`src/rtl/uart_rx_pkg.sv`:
```
// Shared types and constants for the oversampling UART receiver.
package uart_rx_pkg;

    typedef enum logic [2:0] {
        IDLE,
        START,
        DATA,
        PARITY,
        STOP
    } rx_state_e;

    localparam logic [1:0] PAR_NONE = 2'b00;
    localparam logic [1:0] PAR_EVEN = 2'b01;
    localparam logic [1:0] PAR_ODD  = 2'b10;

    function automatic logic maj3(input logic a, input logic b, input logic c);
        return (a & b) | (a & c) | (b & c);
    endfunction

endpackage

```
`src/rtl/uart_rx_tick_gen.sv`:
```
// Oversample tick divider: counts 0..CLK_DIV-1, ticks on the last count, sync clear.
module uart_rx_tick_gen #(
    parameter int unsigned CLK_DIV = 27
) (
    input  logic i_clk,
    input  logic i_rst_n,
    input  logic i_clear,
    output logic o_tick
);

    localparam int unsigned W = $clog2(CLK_DIV);

    logic [W-1:0] r_div;
    logic         w_last;

    assign w_last = (r_div == W'(CLK_DIV - 1));
    assign o_tick = w_last;

    always_ff @(posedge i_clk or negedge i_rst_n) begin
        if (!i_rst_n) begin
            r_div <= '0;
        end else if (i_clear || w_last) begin
            r_div <= '0;
        end else begin
            r_div <= r_div + W'(1);
        end
    end

endmodule

```
`src/rtl/uart_receiver_ovs.sv`:
```
// Parametrised oversampling UART receiver with valid/ack output handshake.
// Define RX_MAJORITY_EN for 2-of-3 voting around the bit centre.
module uart_receiver_ovs
    import uart_rx_pkg::*;
#(
    parameter int unsigned DATA_BITS  = 8,
    parameter int unsigned STOP_BITS  = 1,
    parameter int unsigned OVERSAMPLE = 16,
    parameter int unsigned CLK_DIV    = 27
) (
    input  logic                 clk,
    input  logic                 rst,
    input  logic                 RxD,
    input  logic [1:0]           parity_mode,
    output logic [DATA_BITS-1:0] data,
    output logic                 valid,
    input  logic                 data_ack,
    output logic                 parity_err,
    output logic                 frame_err,
    output logic                 overrun,
    output logic                 busy
);

    localparam int unsigned SC_W = $clog2(OVERSAMPLE);
    localparam int unsigned HALF = OVERSAMPLE / 2;
`ifdef RX_MAJORITY_EN
    localparam int unsigned DECIDE_SC = HALF + 1;
`else
    localparam int unsigned DECIDE_SC = HALF;
`endif

    rx_state_e            r_state, w_state_nx;
    logic [1:0]           r_sync;
    logic                 r_rx_prev;
    logic [SC_W-1:0]      r_sc;
    logic [2:0]           r_idx;
    logic [DATA_BITS-1:0] r_shift;
    logic [1:0]           r_par_mode;
    logic                 r_perr;
    logic                 r_ferr;
    logic                 w_rx_s;
    logic                 w_tick;
    logic                 w_start;
    logic                 w_sample;
    logic                 w_bit;
    logic                 w_complete;
    logic                 w_par_en;

    assign w_rx_s   = r_sync[1];
    assign w_sample = w_tick && (r_sc == SC_W'(DECIDE_SC));
    assign w_par_en = (r_par_mode == PAR_EVEN) || (r_par_mode == PAR_ODD);
    assign busy     = (r_state != IDLE);

`ifdef RX_MAJORITY_EN
    logic [1:0] r_vote;

    always_ff @(posedge clk or negedge rst) begin
        if (!rst) begin
            r_vote <= '1;
        end else if (w_tick && r_sc == SC_W'(HALF - 1)) begin
            r_vote[0] <= w_rx_s;
        end else if (w_tick && r_sc == SC_W'(HALF)) begin
            r_vote[1] <= w_rx_s;
        end
    end

    assign w_bit = maj3(r_vote[0], r_vote[1], w_rx_s);
`else
    assign w_bit = w_rx_s;
`endif

    uart_rx_tick_gen #(.CLK_DIV(CLK_DIV)) u_tick (
        .i_clk   (clk),
        .i_rst_n (rst),
        .i_clear (w_start),
        .o_tick  (w_tick)
    );

    always_ff @(posedge clk or negedge rst) begin
        if (!rst) begin
            r_state <= IDLE;
        end else begin
            r_state <= w_state_nx;
        end
    end

    always_comb begin
        w_state_nx = r_state;
        w_start    = 1'b0;
        w_complete = 1'b0;
        case (r_state)
            IDLE: begin
                if (r_rx_prev && !w_rx_s) begin
                    w_state_nx = START;
                    w_start    = 1'b1;
                end
            end
            START: begin
                if (w_sample) w_state_nx = w_bit ? IDLE : DATA;
            end
            DATA: begin
                if (w_sample && r_idx == 3'(DATA_BITS - 1))
                    w_state_nx = w_par_en ? PARITY : STOP;
            end
            PARITY: begin
                if (w_sample) w_state_nx = STOP;
            end
            STOP: begin
                // Leave mid-stop-bit so a back-to-back start edge is caught at once.
                if (w_sample && r_idx == 3'(STOP_BITS - 1)) begin
                    w_state_nx = IDLE;
                    w_complete = 1'b1;
                end
            end
            default: w_state_nx = IDLE;
        endcase
    end

    always_ff @(posedge clk or negedge rst) begin
        if (!rst) begin
            r_sync     <= '1;
            r_rx_prev  <= 1'b1;
            r_sc       <= '0;
            r_idx      <= '0;
            r_shift    <= '0;
            r_par_mode <= PAR_NONE;
            r_perr     <= 1'b0;
            r_ferr     <= 1'b0;
        end else begin
            r_sync    <= {r_sync[0], RxD};
            r_rx_prev <= w_rx_s;
            if (w_start) begin
                r_sc       <= '0;
                r_idx      <= '0;
                r_shift    <= '0;
                r_perr     <= 1'b0;
                r_ferr     <= 1'b0;
                r_par_mode <= parity_mode;
            end else if (w_tick) begin
                r_sc <= (r_sc == SC_W'(OVERSAMPLE - 1)) ? '0 : r_sc + SC_W'(1);
            end
            if (w_sample) begin
                case (r_state)
                    DATA: begin
                        r_shift[r_idx] <= w_bit;
                        r_idx <= (r_idx == 3'(DATA_BITS - 1)) ? '0 : r_idx + 3'd1;
                    end
                    PARITY: r_perr <= (^r_shift) ^ w_bit ^ (r_par_mode == PAR_ODD);
                    STOP: begin
                        if (!w_bit) r_ferr <= 1'b1;
                        r_idx <= r_idx + 3'd1;
                    end
                    default: ;
                endcase
            end
        end
    end

    always_ff @(posedge clk or negedge rst) begin
        if (!rst) begin
            data       <= '0;
            valid      <= 1'b0;
            parity_err <= 1'b0;
            frame_err  <= 1'b0;
            overrun    <= 1'b0;
        end else if (w_complete) begin
            data       <= r_shift;
            parity_err <= r_perr;
            frame_err  <= r_ferr | ~w_bit;
            overrun    <= valid & ~data_ack;
            valid      <= 1'b1;
        end else if (data_ack) begin
            valid <= 1'b0;
        end
    end

endmodule

```
`config.mk`:
```
export PLATFORM = sky130hd
export DESIGN_NAME = uart_receiver_ovs
export DESIGN_NICKNAME = d
export VERILOG_FILES = /design/src/rtl/uart_rx_pkg.sv /design/src/rtl/uart_rx_tick_gen.sv /design/src/rtl/uart_receiver_ovs.sv
export SDC_FILE = /design/constraint.sdc
export NUM_CORES = 1
export LEC_CHECK = 0
export BUFFER_PORTS_ARGS = -buffer_cell sky130_fd_sc_hd__buf_2
export CORE_MARGIN = 10
export CORE_UTILIZATION = 45
export CTS_CLUSTER_SIZE = 8
export DETAILED_ROUTE_END_ITERATION = 6
export PLACE_DENSITY_LB_ADDON = 0.15
export SYNTH_ARGS = -nofsm -noshare
export SYNTH_HDL_FRONTEND = slang
export SYNTH_SLANG_ARGS = --single-unit
```
`constraint.sdc`:
```
create_clock -name clk -period 2.3 [get_ports clk]
set_clock_uncertainty 0.05 [all_clocks]
set_input_delay 0.345 -clock clk [delete_from_list [all_inputs] [get_ports clk]]
set_output_delay 0.345 -clock clk [all_outputs]
set_load 0.005 [all_outputs]
```
Yosys cells after proc, flatten, opt, wreduce, memory -nomap -nowiden
Index checks and enable logic that the tools add are counted.

operators by class
  add/subtract/negate cells = 3
  $lt $le $gt $ge = 2
  equality and inequality tests = 15
  muxes and demuxes = 35
  bitwise operators = 6
  reductions and logical operators = 15

operator list
  cell                   count
  $mux W3                9
  $mux W8                3
  $pmux W3 S5            1
  $mux W1                14
  $mux W4                3
  $ne A2 B2 Y1 const B   5
  $bwmux W8              1
  $eq A4 B4 Y1 const B   2
  $reduce_xor A8 Y1      1
  $eq A3 B2 Y1 const B   2
  $eq A3 B3 Y1 const B   2
  $logic_not A3 Y1       2
  $pmux W3 S2            1
  $add A5 B1 Y5 const B  1
  $eq A5 B5 Y1 const B   1
  $logic_and A1 B1 Y1    5
  $mux W5                1
  $reduce_and A5 Y1      1
  $add A4 B1 Y4 const B  1
  $lt A3 B4 Y1 const B   1
  $reduce_bool A2 Y1     2
  $add A3 B1 Y3 const B  1
  $demux W1 S3           1
  $eq A3 B1 Y1 const B   1
  11 further kinds       14

storage, ports and cells
  register bits after elaboration = 42
  input bits = 6
  output and inout port bits = 13
  word-level logic and storage cells = 91

Longest topological paths before layout
Gate-level depths: netlist of the first run.

  word-level depth = 8
  mapped depth = 7
  mapped depth without buffers = 6

Cells and area by module
A second synthesis of the first run with hierarchy kept.

second synthesis, totals
  cells, all modules = 188
  area total of the unflattened synthesis = 2,119.5 um2

by module, submodules not included
  module             instances  cells an instance  area each (um2)  sequential area each (um2)
  uart_receiver_ovs  1          166                1,835.5          929.6
  uart_rx_tick_gen   1          22                 284.0            125.1

Worst setup path before layout of the first run
OpenSTA, ideal clock, no wires.

  path type = flip-flop to flip-flop
  start = register u_tick.r_div[0]
  end = register data[0]
  library setup time = 0.125 ns
  arrival time = 1.800 ns
  data required time = 2.125 ns
  setup slack = 0.326 ns
  cell stages (with the launch flop) = 8
  buffers on the path = 1
  period minus slack after synthesis = 1.974 ns
  path through = dfrtp_1 inv_1 ha_1 nand4b_4 or2_4 nor3_4 buf_6 mux2_2

on the way
  cells in the longest elaborated chain, start to end = 5

RTL lines
  what                    RTL line                  source
  start, declared         uart_rx_tick_gen.sv:13    logic [W-1:0] r_div;
  start signal, assigned  uart_rx_tick_gen.sv:25    r_div <= r_div + W'(1);
  $eq A5 B5 Y1            uart_rx_tick_gen.sv:16    assign w_last = (r_div == W'(CLK_DIV - 1));
  $logic_and A1 B1 Y1     uart_receiver_ovs.sv:50   assign w_sample = w_tick && (r_sc == SC_W'(DECIDE_SC));
  $logic_and A1 B1 Y1     uart_receiver_ovs.sv:110  if (w_sample && r_idx == 3'(STOP_BITS - 1)) begin
  $mux W1                 uart_receiver_ovs.sv:110
  $mux W1                 uart_receiver_ovs.sv:91   case (r_state)
  end signal, assigned    uart_receiver_ovs.sv:167  data <= r_shift;
  end, declared           uart_receiver_ovs.sv:15   output logic [DATA_BITS-1:0] data,

Every way passes these cells.
A chain may end at the register's enable or synchronous reset.

Final worst setup path of the first run
  start = register u_tick.r_div[0]
  end = register data[7]

Same word-level chain as after synthesis.

==> results of run 1 <==
-- cell families (layout without fill, tap and decap cells) --
| logic type | count (synthesis) | count (layout) | synth area share |
|---|---|---|---|
| simple gates | 69 | 69 | 0.1788 |
| buf+inv | 15 | 40 | 0.03158 |
| flops | 42 | 42 | 0.5024 |
| fa+ha+maj | 8 | 8 | 0.04768 |
| xor+xnor | 12 | 12 | 0.05661 |
| compound gates | 20 | 20 | 0.07033 |
| mux | 22 | 22 | 0.1126 |
-- final cells by class --
class / instances / area [µm²] / area share
multi-input cells: 131 / 978.4 / 0.4153
clock inverters: 3 / 21.27 / 0.009028
well taps: 52 / 65.06 / 0.02762
flip-flops and latches: 42 / 1055 / 0.4477
clock buffers: 5 / 68.82 / 0.02921
inverters: 8 / 30.03 / 0.01275
repair buffers: 24 / 137.6 / 0.05842
-- synthesized netlist by cell type, types with 2 or more instances --
| cell type | instances | area [µm²] |
|---|---|---|
| sky130_fd_sc_hd__dfrtp_1 | 39 | 975.9 |
| sky130_fd_sc_hd__nand2_1 | 22 | 82.58 |
| sky130_fd_sc_hd__nor2_1 | 14 | 52.55 |
| sky130_fd_sc_hd__mux2_2 | 13 | 146.4 |
| sky130_fd_sc_hd__mux2i_1 | 9 | 90.09 |
| sky130_fd_sc_hd__ha_1 | 8 | 100.1 |
| sky130_fd_sc_hd__inv_1 | 8 | 30.03 |
| sky130_fd_sc_hd__xnor2_1 | 7 | 61.31 |
| sky130_fd_sc_hd__nand2b_1 | 5 | 31.28 |
| sky130_fd_sc_hd__nand4_1 | 5 | 31.28 |
| sky130_fd_sc_hd__a21oi_1 | 4 | 20.02 |
| sky130_fd_sc_hd__clkbuf_1 | 4 | 15.01 |
| sky130_fd_sc_hd__o21ai_0 | 4 | 20.02 |
| sky130_fd_sc_hd__xor2_1 | 4 | 35.03 |
| sky130_fd_sc_hd__dfstp_2 | 3 | 78.83 |
| sky130_fd_sc_hd__nand3_1 | 3 | 15.01 |
| sky130_fd_sc_hd__nor3_1 | 3 | 15.01 |
| sky130_fd_sc_hd__or3_1 | 3 | 18.77 |
| sky130_fd_sc_hd__a311oi_1 | 2 | 17.52 |
| sky130_fd_sc_hd__buf_2 | 2 | 10.01 |
| sky130_fd_sc_hd__nand3b_1 | 2 | 15.01 |
| sky130_fd_sc_hd__nor4_1 | 2 | 12.51 |
| sky130_fd_sc_hd__o21a_1 | 2 | 15.01 |
-- path summary, 6_finish.rpt --
path | from | end | slack [ns] | depth (start not counted)
hold reg to reg | r_sync[0] | r_sync[1] | 0.31 | 0
hold / removal | RxD | r_sync[0] | 0.09 | 1
min in group asynchronous | rst | r_state[1] | 0.43 | 2
setup reg to reg | u_tick.r_div[0] | data[7] | 0.18 | 7
max in group asynchronous | rst | r_sync[1] | 1.19 | 3
setup / recovery | u_tick.r_div[0] | data[7] | 0.18 | 7
-- worst max-delay path, cell delays in order (launching register included) --
cell and delay (ns):
sky130_fd_sc_hd__dfrtp_1 0.42, sky130_fd_sc_hd__inv_1 0.07, sky130_fd_sc_hd__ha_1 0.20, sky130_fd_sc_hd__nand4b_4 0.18, sky130_fd_sc_hd__or2_4 0.32, sky130_fd_sc_hd__nor3_4 0.18, sky130_fd_sc_hd__buf_4 0.23, sky130_fd_sc_hd__mux2_2 0.35
-- timing repair --
item / in CTS / in global routing
endpoints found under the setup margin: 0 / 0
endpoints found under the hold margin: 14 / 0
hold buffers: 1 / 0
-- flip-flops by register name, summed over array words and instances, names as in the netlist, 2 cells and up --
signal        cells
data              8
r_idx             3
r_par_mode        2
r_sc              4
r_shift           8
r_state           3
r_sync            2
u_tick.r_div      5
-- report_power, final --
part	switching, mW	internal (mW)	leakage (nW)
clock	0.267	0.213	0.0441
sequential	0.132	0.831	0.562
combinational	0.259	0.222	0.570
-- through the flow --
step                total power, mW    util  instances  hold slack [ns]  instance area, µm²
floorplan                     1.332       -        188       -0.0005911                2100
global placement              1.436  0.5076        256           0.2304                2256
detailed placement            1.459  0.5076        256           0.2413                2256
CTS                           1.953  0.5301        265          0.07554                2356
global route                  2.073  0.5301        265          0.06844                2356
finish                        1.924  0.5301        265          0.08536                2356
-- layer usage --
metal | global-route usage | up-vias | part of all wire
met5 | 0 | - | 0
met4 | 0.05286 | 0 | 0.014
met3 | 0.03585 | 5 | 0.040
met2 | 0.1822 | 21 | 0.46
met1 | 0.1447 | 690 | 0.48
li1 | - | 704 | -
==> results by stage, run 1 <==
GRT:
- Entering global routing, the biggest net connects 18 pins.
- The initial antenna violation count came to 0.
- The first global-routing pass estimated 7.058 mm of wire.
- The number of global-route vias before repair is 1,504.
- Across every metal layer, demand over resource in global routing totals 0.1166.
- For this run the aggregate overflow at the end of global routing stands at 0.

Timing:
- Headroom to the max-slew limit came out at 0.6421.
- The smallest setup slack after layout is 0.1771 ns.
- For this run, the top clock speed supported by timing is 471.0 MHz.
- Setup repair after global routing left no endpoint under its margin.
- For the final routed database, the setup TNS stands at 0 ns.
- Setup violations remaining at the end of the flow were counted as 0.
- At the pin with the least slew margin, the transition time is 0.5354 ns.
- The final-report hold violation count was 0.
- Of the available clock period, the critical path in the final layout requires 0.9230.
- The time the worst path needs with I/O delays and setup is 2.123 ns.
- The count of pins over their slew limit was 0.

Clock network:
- The total CTS buffers is 5.
- The number of setup buffers added after CTS is 0.
- The total number of H-tree levels is 2.
- No sink is reached through more buffers than the 2 on the longest clock path.
- The master cell of the clock root buffer is sky130_fd_sc_hd__clkbuf_8.
- The CTS tree is built.
- The count of cells resized by post-cts repair is 0.
- The clock-pin slew reported for the worst setup and hold paths after clock tree synthesis is 0.08 ns.
- Counting every sink on the clock net gives 42.
- For the worst-skew pair, the clock arrives at the later sink with an insertion delay of 0.30 ns.

Floorplan:
- Measured along the y axis, the die boundary spans 88.31 µm.
- The die area is 7798 µm².
- The initial core utilization is 0.4724.
- The total core area is 4444 µm².
- The die is 88.31 µm wide.
- Pin placement for this block handled 19 I/O pins.
- In this run the core area contains 24 standard-cell rows.

Synth:
- The async set or reset register ratio after synthesis is 1.000.
- For this run, the number of Yosys warnings is 0.
- The average instance in the mapped netlist occupies 11.17 µm².
- The number of register bits inferred by synthesis is 42.
- Synthesis produced a netlist whose cell count is 188.
- The dominant synthesized flop cell is sky130_fd_sc_hd__dfrtp_1.
- The number of distinct library cells after synthesis is 43.
- The post-synthesis sequential area ratio is 0.5024.
- The synthesized design contains 0 enable-type register cells.
- The number of nets in the synthesized netlist is a little over 200.
- The cell area after synthesis is 2100 µm².

Finish:
- The most frequent standard cell in the layout excluding fill and tap cells is sky130_fd_sc_hd__dfrtp_1.
- The share of post-route cells with drive strength above 1 is 0.2441.
- The final-stage net count is 226.
- Compared with the post-synthesis result, the final layout area differs by 12.22%.
- The repair_antennas step left the layout with diodes totalling 0.
- In the layout the commonest cells are sky130_fd_sc_hd__dfrtp_1, sky130_fd_sc_hd__nand2_1, sky130_fd_sc_hd__buf_2.
- The filler cells instantiated in the layout total between 400 and 500.

Worst setup path:
- STA classifies the critical path startpoint as a register.
- The largest fanout on the critical path is 12.
- The critical path start-end classification is register to register.
- The arrival time of data at the critical path endpoint is 2.26 ns.
- The type of element capturing the critical path is a register.
- The data required time of the worst path is 2.44 ns.

Drt:
- The routed layout has 1,420 vias.
- After detailed routing, the number of remaining DRC violations is 0.
- The initial DRC count is 109.
- The routed design has ~4.0 mm of wire.
- The detail-routed net length per standard cell is between 15 and 20 µm.
- The count of TritonRoute iterations in the first routing pass is 4.
- The number of nets still failing antenna checks after routing is 0.
- The post-detailed-route via-to-cell ratio is between 5 and 6.

Placed design:
- Prior to clock tree synthesis, the placed netlist has a worst setup slack of 0.1756 ns.
- The congestion estimate from routability-driven global placement came to 0.8290.
- The number of buffer cells added on primary ports is 18.
- The HPWL after detailed placement is 2.987 mm.

Run status:
- The run finished with clean final reports.

Worst hold path:
- The tightest min-delay check is of the primary input to register type.

Power and ir drop:
- Power spread over the standard cell area amounts to 816.8 nW/µm².
- The largest vdd supply drop is 0.0003902 V.
- The reported leakage power is roughly 1.2 nW.

Flow run:
- The number of max-cap violations is 0.
(Power assumes the default switching activity.)
==> run 2, diff against run 1 <==
--- a/config.mk
+++ b/config.mk
@@ -11,6 +11,7 @@
 export CTS_CLUSTER_SIZE = 8
 export DETAILED_ROUTE_END_ITERATION = 6
 export PLACE_DENSITY_LB_ADDON = 0.15
+export SETUP_SLACK_MARGIN = 0.5
 export SYNTH_ARGS = -nofsm -noshare
 export SYNTH_HDL_FRONTEND = slang
 export SYNTH_SLANG_ARGS = --single-unit
==> results by stage, run 2 (same netlist as run 1, synthesis figures left out) <==
Floorplan:
- The number of placement rows is 24 (unchanged).
- The die area is 7798 µm² (unchanged).
- The number of ports placed on the die boundary is 19 (unchanged).
- The initial core utilization is 0.4724 (unchanged).
- The total core area was 4444 µm² (unchanged).
- The horizontal die dimension came to 88.31 µm (unchanged).
- The die height came to 88.31 µm (unchanged).

Timing:
- The worst-case hold slack is -0.02072 ns (-0.1061 ns).
- The achievable frequency is 521.3 MHz (+11%).
- The setup TNS came to 0 ns (unchanged).
- The headroom to the max-slew limit came to 0.6201 (-0.02199).
- The time the worst path needs with I/O delays and setup is 1.918 ns (-0.2047 ns).
- The final count of negative-setup-slack endpoints is 0 (unchanged).
- The final-report hold violation count is 22 (+22).
- Setup repair after global routing could not meet its margin everywhere.
- The count of pins over their slew limit is 0 (unchanged).
- The fraction of the cycle the final worst path needs came to 0.8340 (-0.08899).
- The actual slew at the worst max-slew pin is 0.5698 ns (+0.03448 ns).

Placed design:
- The number of buffer cells added on primary ports is 18 (unchanged).
- The post-placement cell area was 2290 µm² (+1.5%).
- The final RePlAce weighted congestion is 0.8764 (+5.7%).
- The HPWL after detailed placement is 3.060 mm (+2.5%).

Worst setup path:
- The largest individual stage delay along the critical path comes from the cell sky130_fd_sc_hd__or3_4.
- The arrival time of data at the critical path endpoint is 2.09 ns (-0.17 ns).
- The critical path is of the register to register type.
- The critical path goes through inv_2 -> ha_4 -> nand3b_1 -> buf_4 -> or3_4 -> nor4_4 -> mux2i_1.
- The number of buffer and inverter instances along the worst setup path is 2 (unchanged).
- The reg-to-reg startpoint is r_sc[0].
- The largest fanout on the critical path is 3 (-9).
- The worst setup path is launched from a register.
- The delay of the slowest cell on the worst path is 0.42 ns (about the same).
- On the critical path the largest part of the delay comes from simple AND/OR/NAND/NOR gates.
- The data required time of the worst path is 2.48 ns (+0.04 ns).
- The type of element capturing the critical path is a register.
- The critical path starts at r_sc[0].

Finish:
- The final-stage net count is 243 (+7.5%).
- Leaving out fill and tap cells, the most frequent cells in the layout are sky130_fd_sc_hd__dfrtp_1, sky130_fd_sc_hd__nand2_1, sky130_fd_sc_hd__buf_4.
- The number of inserted diodes came to 0 (unchanged).
- The largest registers in the layout are data: 8 flops, r_shift: 8 flops, u_tick.r_div: 5 flops.
- The cell area after layout is 2673 µm² (+13%).
- The share of post-route cells with drive strength above 1 is 0.3609 (+0.1167).
- Compared with the post-synthesis result, the final layout area differs by 27.29%.
- The library cell used most frequently in the layout, excluding fill and tap cells, is sky130_fd_sc_hd__dfrtp_1.

Power and ir drop:
- The largest vdd supply drop came to 0.0008513 V (+120%).
- The power per cell area came to 862.2 nW/µm² (+5.6%).
- The total power draw was 2.304 mW (+20%).
- The reported leakage power was 1.299 nW (+10%).

Clock network:
- The clock tree buffer depth is 2 (unchanged).
- The tree is rooted in a sky130_fd_sc_hd__clkbuf_8.
- The total CTS buffers came to 5 (unchanged).
- The clock insertion delay at the later pin of the skew report came to 0.30 ns (about the same).
- The total number of H-tree levels came to 2 (unchanged).
- The CTS tree is built.
- The clock-pin slew reported for the worst setup and hold paths after clock tree synthesis is 0.08 ns (about the same).
- The number of buffers inserted by hold repair at cts was 0 (-1).
- The total clock sinks was 42 (unchanged).

GRT:
- The number of global-route vias before repair is 1,611 (+7.1%).
- The overall track demand over capacity in global routing is 0.1272 (+0.01063).
- The initial antenna violation count is 0 (unchanged).
- The largest net degree at the start of global routing is 28 (+10).
- The wire length of the first global-routing pass came to 7.755 mm (+9.9%).
- The overflow left after global routing came to 0 (unchanged).

Drt:
- The initial DRC count is 84 (-23%).
- The DRC violation count after routing is 0 (unchanged).
- The detail-routed net length per standard cell was 16.97 µm (+11%).
- The detailed-route wire length is 4.785 mm (+18%).
- The count of TritonRoute iterations in the first routing pass came to 4 (unchanged).
- The via count is 1,562 (+10%).
- The post-detailed-route via-to-cell ratio is 5.539 (+3.4%).
- The number of nets still failing antenna checks after routing came to 0 (unchanged).

Worst hold path:
- The worst hold path class is primary input to asynchronous set/reset pin.

Flow run:
- The number of max-cap violations was 0 (unchanged).

Run status:
- The run finished, with violations left.
- The final reports fail on negative hold slack.
-- run 2: cell count changes in the layout (fill, tap and decap cells not counted), moves of 2 or more --
cell                        change
sky130_fd_sc_hd__inv_2          +2
sky130_fd_sc_hd__nor4_1         -2
sky130_fd_sc_hd__bufinv_16      +2
sky130_fd_sc_hd__ha_1           -2
sky130_fd_sc_hd__buf_6          +3
sky130_fd_sc_hd__nor4_4         +2
sky130_fd_sc_hd__or3_1          -2
sky130_fd_sc_hd__mux2_4        +11
sky130_fd_sc_hd__inv_1          -2
sky130_fd_sc_hd__buf_4         +15
sky130_fd_sc_hd__or3_4          +2
sky130_fd_sc_hd__mux2_2        -11
-- run 2: per-layer routing --
metal / track usage / wire length, µm / vias up
met5: 0 / 0 / -
met4: 0.04993 / 46 / 0
met3: 0.03952 / 285 / 5
met2: 0.2016 / 2346 / 45
met1: 0.1582 / 2106 / 772
li1: - / - / 740
-- run 2: path summary, 6_finish.rpt --
check	to	slack [ns]	cells past startpoint
setup / recovery	r_shift[1]	0.38	7
hold reg to reg	r_sync[1]	0.31	0
setup reg to reg	r_shift[1]	0.38	7
min in group clk	r_sync[0]	0.09	1
max in group asynchronous	r_shift[7]	1.66	2
hold / removal	r_shift[3]	-0.02	1
-- run 2: repair_timing --
item,in CTS,in global routing
pin swaps,6,4
endpoints found under the hold margin,0,0
gates resized for setup,18,10
gates cloned,1,0
setup endpoints to repair,19,26
buffers inserted,12,3
-- run 2: final cells by class --
| type | instances | area, µm² |
|---|---|---|
| Fill cell | 358 | 1772 |
| Inverter | 8 | 30.03 |
| Sequential cell | 42 | 1056 |
| Multi-Input combinational cell | 131 | 1105 |
| Timing Repair Buffer | 41 | 274.0 |
| Tap cell | 52 | 65.06 |
| Clock inverter | 2 | 60.06 |
| Clock buffer | 6 | 82.58 |
-- run 2: where the power goes --
| group | switching [mW] | internal [mW] | leakage (nW) | total (mW) |
|---|---|---|---|---|
| logic | 0.348 | 0.299 | 0.667 | 0.647 |
| registers | 0.101 | 0.831 | 0.560 | 0.932 |
| clock network | 0.262 | 0.463 | 0.0714 | 0.725 |
-- run 2: per-stage QoR --
stage	setup slack (ns)	utilization	cells
finish	0.3817	0.6014	282
detailed placement	0.2773	0.5152	258
global placement	0.2933	0.5152	258
floorplan	0.4188	-	188
CTS	0.3280	0.5873	279
global route	0.2658	0.6014	282
==> run 3, diff against run 2 <==
--- a/config.mk
+++ b/config.mk
@@ -5,6 +5,7 @@
 export SDC_FILE = /design/constraint.sdc
 export NUM_CORES = 1
 export LEC_CHECK = 0
+export ABC_AREA = 1
 export BUFFER_PORTS_ARGS = -buffer_cell sky130_fd_sc_hd__buf_2
 export CORE_MARGIN = 10
 export CORE_UTILIZATION = 45
==> constraint.sdc (replaced) <==
create_clock -name clk -period 1.9 [get_ports clk]
set_clock_uncertainty 0.05 [all_clocks]
set_input_delay 0.285 -clock clk [delete_from_list [all_inputs] [get_ports clk]]
set_output_delay 0.285 -clock clk [all_outputs]
set_load 0.005 [all_outputs]
==> results by stage, run 3 <==
Finish:
- In the layout the commonest cells are sky130_fd_sc_hd__nand2_1, sky130_fd_sc_hd__dfrtp_1, sky130_fd_sc_hd__inv_1.
- The number of inserted diodes is 0 (unchanged).
- The library cell used most frequently in the layout, excluding fill and tap cells, is sky130_fd_sc_hd__nand2_1.
- Relative to the synthesized area, the layout overhead comes to 30.58%.
- The share of post-route cells with drive strength above 1 was 0.3645 (+0.003647).
- The final-stage net count came to 323 (+33%).
- The largest registers in the layout are data: 8 flops, r_shift: 8 flops, u_tick.r_div: 5 flops.

Drt:
- The detailed-route wire length was 4.596 mm (-3.9%).
- The detail-routed net length per standard cell was 12.19 µm (-28%).
- The post-detailed-route via-to-cell ratio is 4.777 (-14%).
- The count of TritonRoute iterations in the first routing pass was 4 (unchanged).
- The initial DRC count is 100 (+19%).
- The via count came to 1,801 (+15%).
- The DRC violation count after routing is 0 (unchanged).
- The number of nets still failing antenna checks after routing came to 0 (unchanged).

Synth:
- After synthesis, the most frequently instantiated cells are sky130_fd_sc_hd__nand2_1, sky130_fd_sc_hd__dfrtp_1, sky130_fd_sc_hd__inv_1.
- The async set or reset register ratio after synthesis is 1.000 (unchanged).
- The number of register bits inferred by synthesis is 42 (unchanged).
- The gate count of the mapped netlist is 264 (+40%).
- The cell area after synthesis is 2238 µm² (+6.6%).
- The number of enable-type register cells in the synthesized netlist is 0 (unchanged).
- The mean area per synthesized cell is 8.479 µm² (-24%).
- For this run, the leading register cell type out of synthesis is sky130_fd_sc_hd__dfrtp_1.
- Yosys instantiated no cell more often than sky130_fd_sc_hd__nand2_1.
- The net count after synthesis is 278 (+38%).
- The number of distinct library cells after synthesis was 28 (-35%).
- After synthesis, the cell types taking the most area are sky130_fd_sc_hd__dfrtp_1, sky130_fd_sc_hd__nand2_1, sky130_fd_sc_hd__inv_1.
- The post-synthesis sequential area ratio is 0.4712 (-0.03117).
- The top-area cell type share of the netlist area is 0.4360 (-0.02884).
- The synthesized design spends more area on one cell type than any other, namely sky130_fd_sc_hd__dfrtp_1.
- The number of warnings issued by yosys is 0 (unchanged).

Power and ir drop:
- The share of total power in the clock network was 0.233 (-0.082).
- The fraction of power spent switching nets was 0.3557 (+0.04714).
- The power per cell area is 859.8 nW/µm² (-0.27%).
- The sequential power share is 0.449 (+0.045).
- The proportion of power drawn by combinational gates is 0.318 (+0.037).
- The total internal power was 1.619 mW (+1.6%).
- The reported leakage power is 1.401 nW (+7.8%).
- The total power draw is 2.513 mW (+9.1%).
- The switching component of the power is 0.8939 mW (+26%).
- The largest vdd supply drop is 0.0005167 V (-39%).

Placed design:
- The worst slack at placement is 0.1720 ns (-0.1052 ns).
- The number of buffer cells added on primary ports was 18 (unchanged).
- The final RePlAce weighted congestion was 0.7850 (-10%).
- The HPWL after detailed placement is 3.105 mm (+1.5%).

Clock network:
- The total clock sinks is 42 (unchanged).
- TritonCTS built the clock tree.
- The clock-pin slew reported for the worst setup and hold paths after clock tree synthesis came to 0.07 ns (about the same).
- The master cell of the clock root buffer is sky130_fd_sc_hd__clkbuf_8.
- The clock tree buffer depth came to 2 (unchanged).
- The total number of H-tree levels is 2 (unchanged).
- The clock insertion delay at the later pin of the skew report was 0.29 ns (about the same).
- The total CTS buffers is 5 (unchanged).

Timing:
- The final-report hold violation count is 0 (-100%).
- The final count of negative-setup-slack endpoints came to 0 (unchanged).
- The smallest setup slack after layout is 0.2507 ns (-0.1310 ns).
- Setup repair after global routing could not meet its margin everywhere.
- The time the worst path needs with I/O delays and setup was 1.649 ns (-0.2690 ns).
- The actual slew at the worst max-slew pin was 0.5258 ns (-0.04402 ns).
- The headroom to the max-slew limit is 0.6495 (+0.02934).
- The achievable frequency came to 606.3 MHz (+16%).
- The count of pins over their slew limit is 0 (unchanged).
- The fraction of the cycle the final worst path needs was 0.8680 (+0.03401).
- The setup TNS is 0 ns (unchanged).

Floorplan:
- The horizontal die dimension was 90.53 µm (+2.5%).
- The die height is 90.53 µm (+2.5%).
- The initial core utilization is 0.4677 (-0.004698).
- The number of ports placed on the die boundary is 19 (unchanged).
- The number of placement rows was 25 (+4.2%).
- The total core area is 4786 µm² (+7.7%).
- The die area came to 8196 µm² (+5.1%).

Worst setup path:
- The arrival time of data at the critical path endpoint is 1.79 ns (-0.30 ns).
- The worst setup path is launched from a register.
- The largest fanout on the critical path is 7 (+4).
- The critical path is of the register to register type.
- STA classifies the critical path endpoint as a register.
- The data required time of the worst path is 2.04 ns (-0.44 ns).

Worst hold path:
- The path class of the tightest hold or removal check is primary input to register.

GRT:
- The largest net degree at the start of global routing is 23 (-18%).
- The overflow left after global routing is 0 (unchanged).
- The number of global-route vias before repair is 1,692 (+5.0%).
- The wire length of the first global-routing pass is 7.790 mm (+0.45%).
- The initial antenna violation count is 0 (unchanged).
- The overall track demand over capacity in global routing is 0.1142 (-0.01298).

Flow run:
- The number of max-cap violations is 0 (unchanged).

Run status:
- The run finished with clean final reports.
[run 3: kinds of logic (layout without fill, tap and decap cells)]
kind of cell / count (synthesis) / count (layout) / share of synthesized area
AO/OA/AOI/OAI: 42 / 42 / 0.1185
AND/OR/NAND/NOR: 125 / 125 / 0.2711
buffers and inverters: 44 / 90 / 0.08273
XOR/XNOR: 3 / 3 / 0.01174
adder cells (fa/ha/maj): 8 / 8 / 0.04472
flip-flops: 42 / 42 / 0.4712
[run 3: worst max-delay path: stages (launching register included)]
cell	delay (ns)
sky130_fd_sc_hd__dfrtp_1	0.38
sky130_fd_sc_hd__inv_1	0.06
sky130_fd_sc_hd__ha_2	0.19
sky130_fd_sc_hd__nand2_4	0.06
sky130_fd_sc_hd__nor2_8	0.09
sky130_fd_sc_hd__nand3_4	0.13
sky130_fd_sc_hd__clkinv_4	0.10
sky130_fd_sc_hd__nand4_4	0.15
sky130_fd_sc_hd__clkbuf_16	0.23
sky130_fd_sc_hd__nand2_4	0.05
sky130_fd_sc_hd__o21ai_2	0.04
[run 3: per-stage QoR]
step	utilization	area [µm²]	std cells	hold WS (ns)
final	0.6107	2923	377	0.03421
after global routing	0.6107	2923	377	0.01887
after CTS	0.5571	2666	367	0.02224
after detailed placement	0.5103	2442	349	0.2458
after global placement	0.5103	2442	349	0.2448
after floorplan	-	2267	264	-0.06059
[run 3: cell type report]
class	count	area (µm²)
well taps	67	83.83
repair buffers	42	330.3
fillers	410	1863
multi-input cells	178	1199
flip-flops and latches	42	1057
inverters	40	161.4
clock buffers	7	86.33
clock inverters	1	5.005
[run 3: final timing paths]
kind | start | endpoint | slack, ns | depth (start not counted)
hold / removal | RxD | r_sync[0] | 0.03 | 1
max in group asynchronous | rst | r_sync[1] | 0.72 | 3
setup reg to reg | u_tick.r_div[0] | data[5] | 0.25 | 10
setup / recovery | u_tick.r_div[0] | data[5] | 0.25 | 10
hold reg to reg | r_sync[0] | r_sync[1] | 0.31 | 0
min in group asynchronous | rst | data[0] | 0.45 | 2
[run 3: power by group through the flow]
stage | Sequential [mW] | Clock [mW] | Combinational (mW)
floorplan | 1.10 | 0 | 0.588
global placement | 1.14 | 0 | 0.699
detailed placement | 1.14 | 0 | 0.704
CTS | 1.12 | 0.614 | 0.754
global route | 1.15 | 0.658 | 0.907
finish | 1.13 | 0.586 | 0.800
[run 3: layer usage]
layer,part of all wire,vias up,GRT usage
met1,0.48,833,0.1460
met3,0.048,7,0.03741
met4,0.010,0,0.03979
met2,0.46,25,0.1755
li1,-,936,-
met5,0,-,0
[run 3: what timing repair did]
| action | CTS | global route |
|---|---|---|
| gates cloned | 1 | 1 |
| endpoints found under the setup margin | 38 | 39 |
| resized for setup | 16 | 42 |
| hold buffers | 1 | 0 |
| pin swaps | 3 | 7 |
| hold endpoints to repair | 19 | 0 |
| setup buffers | 8 | 9 |
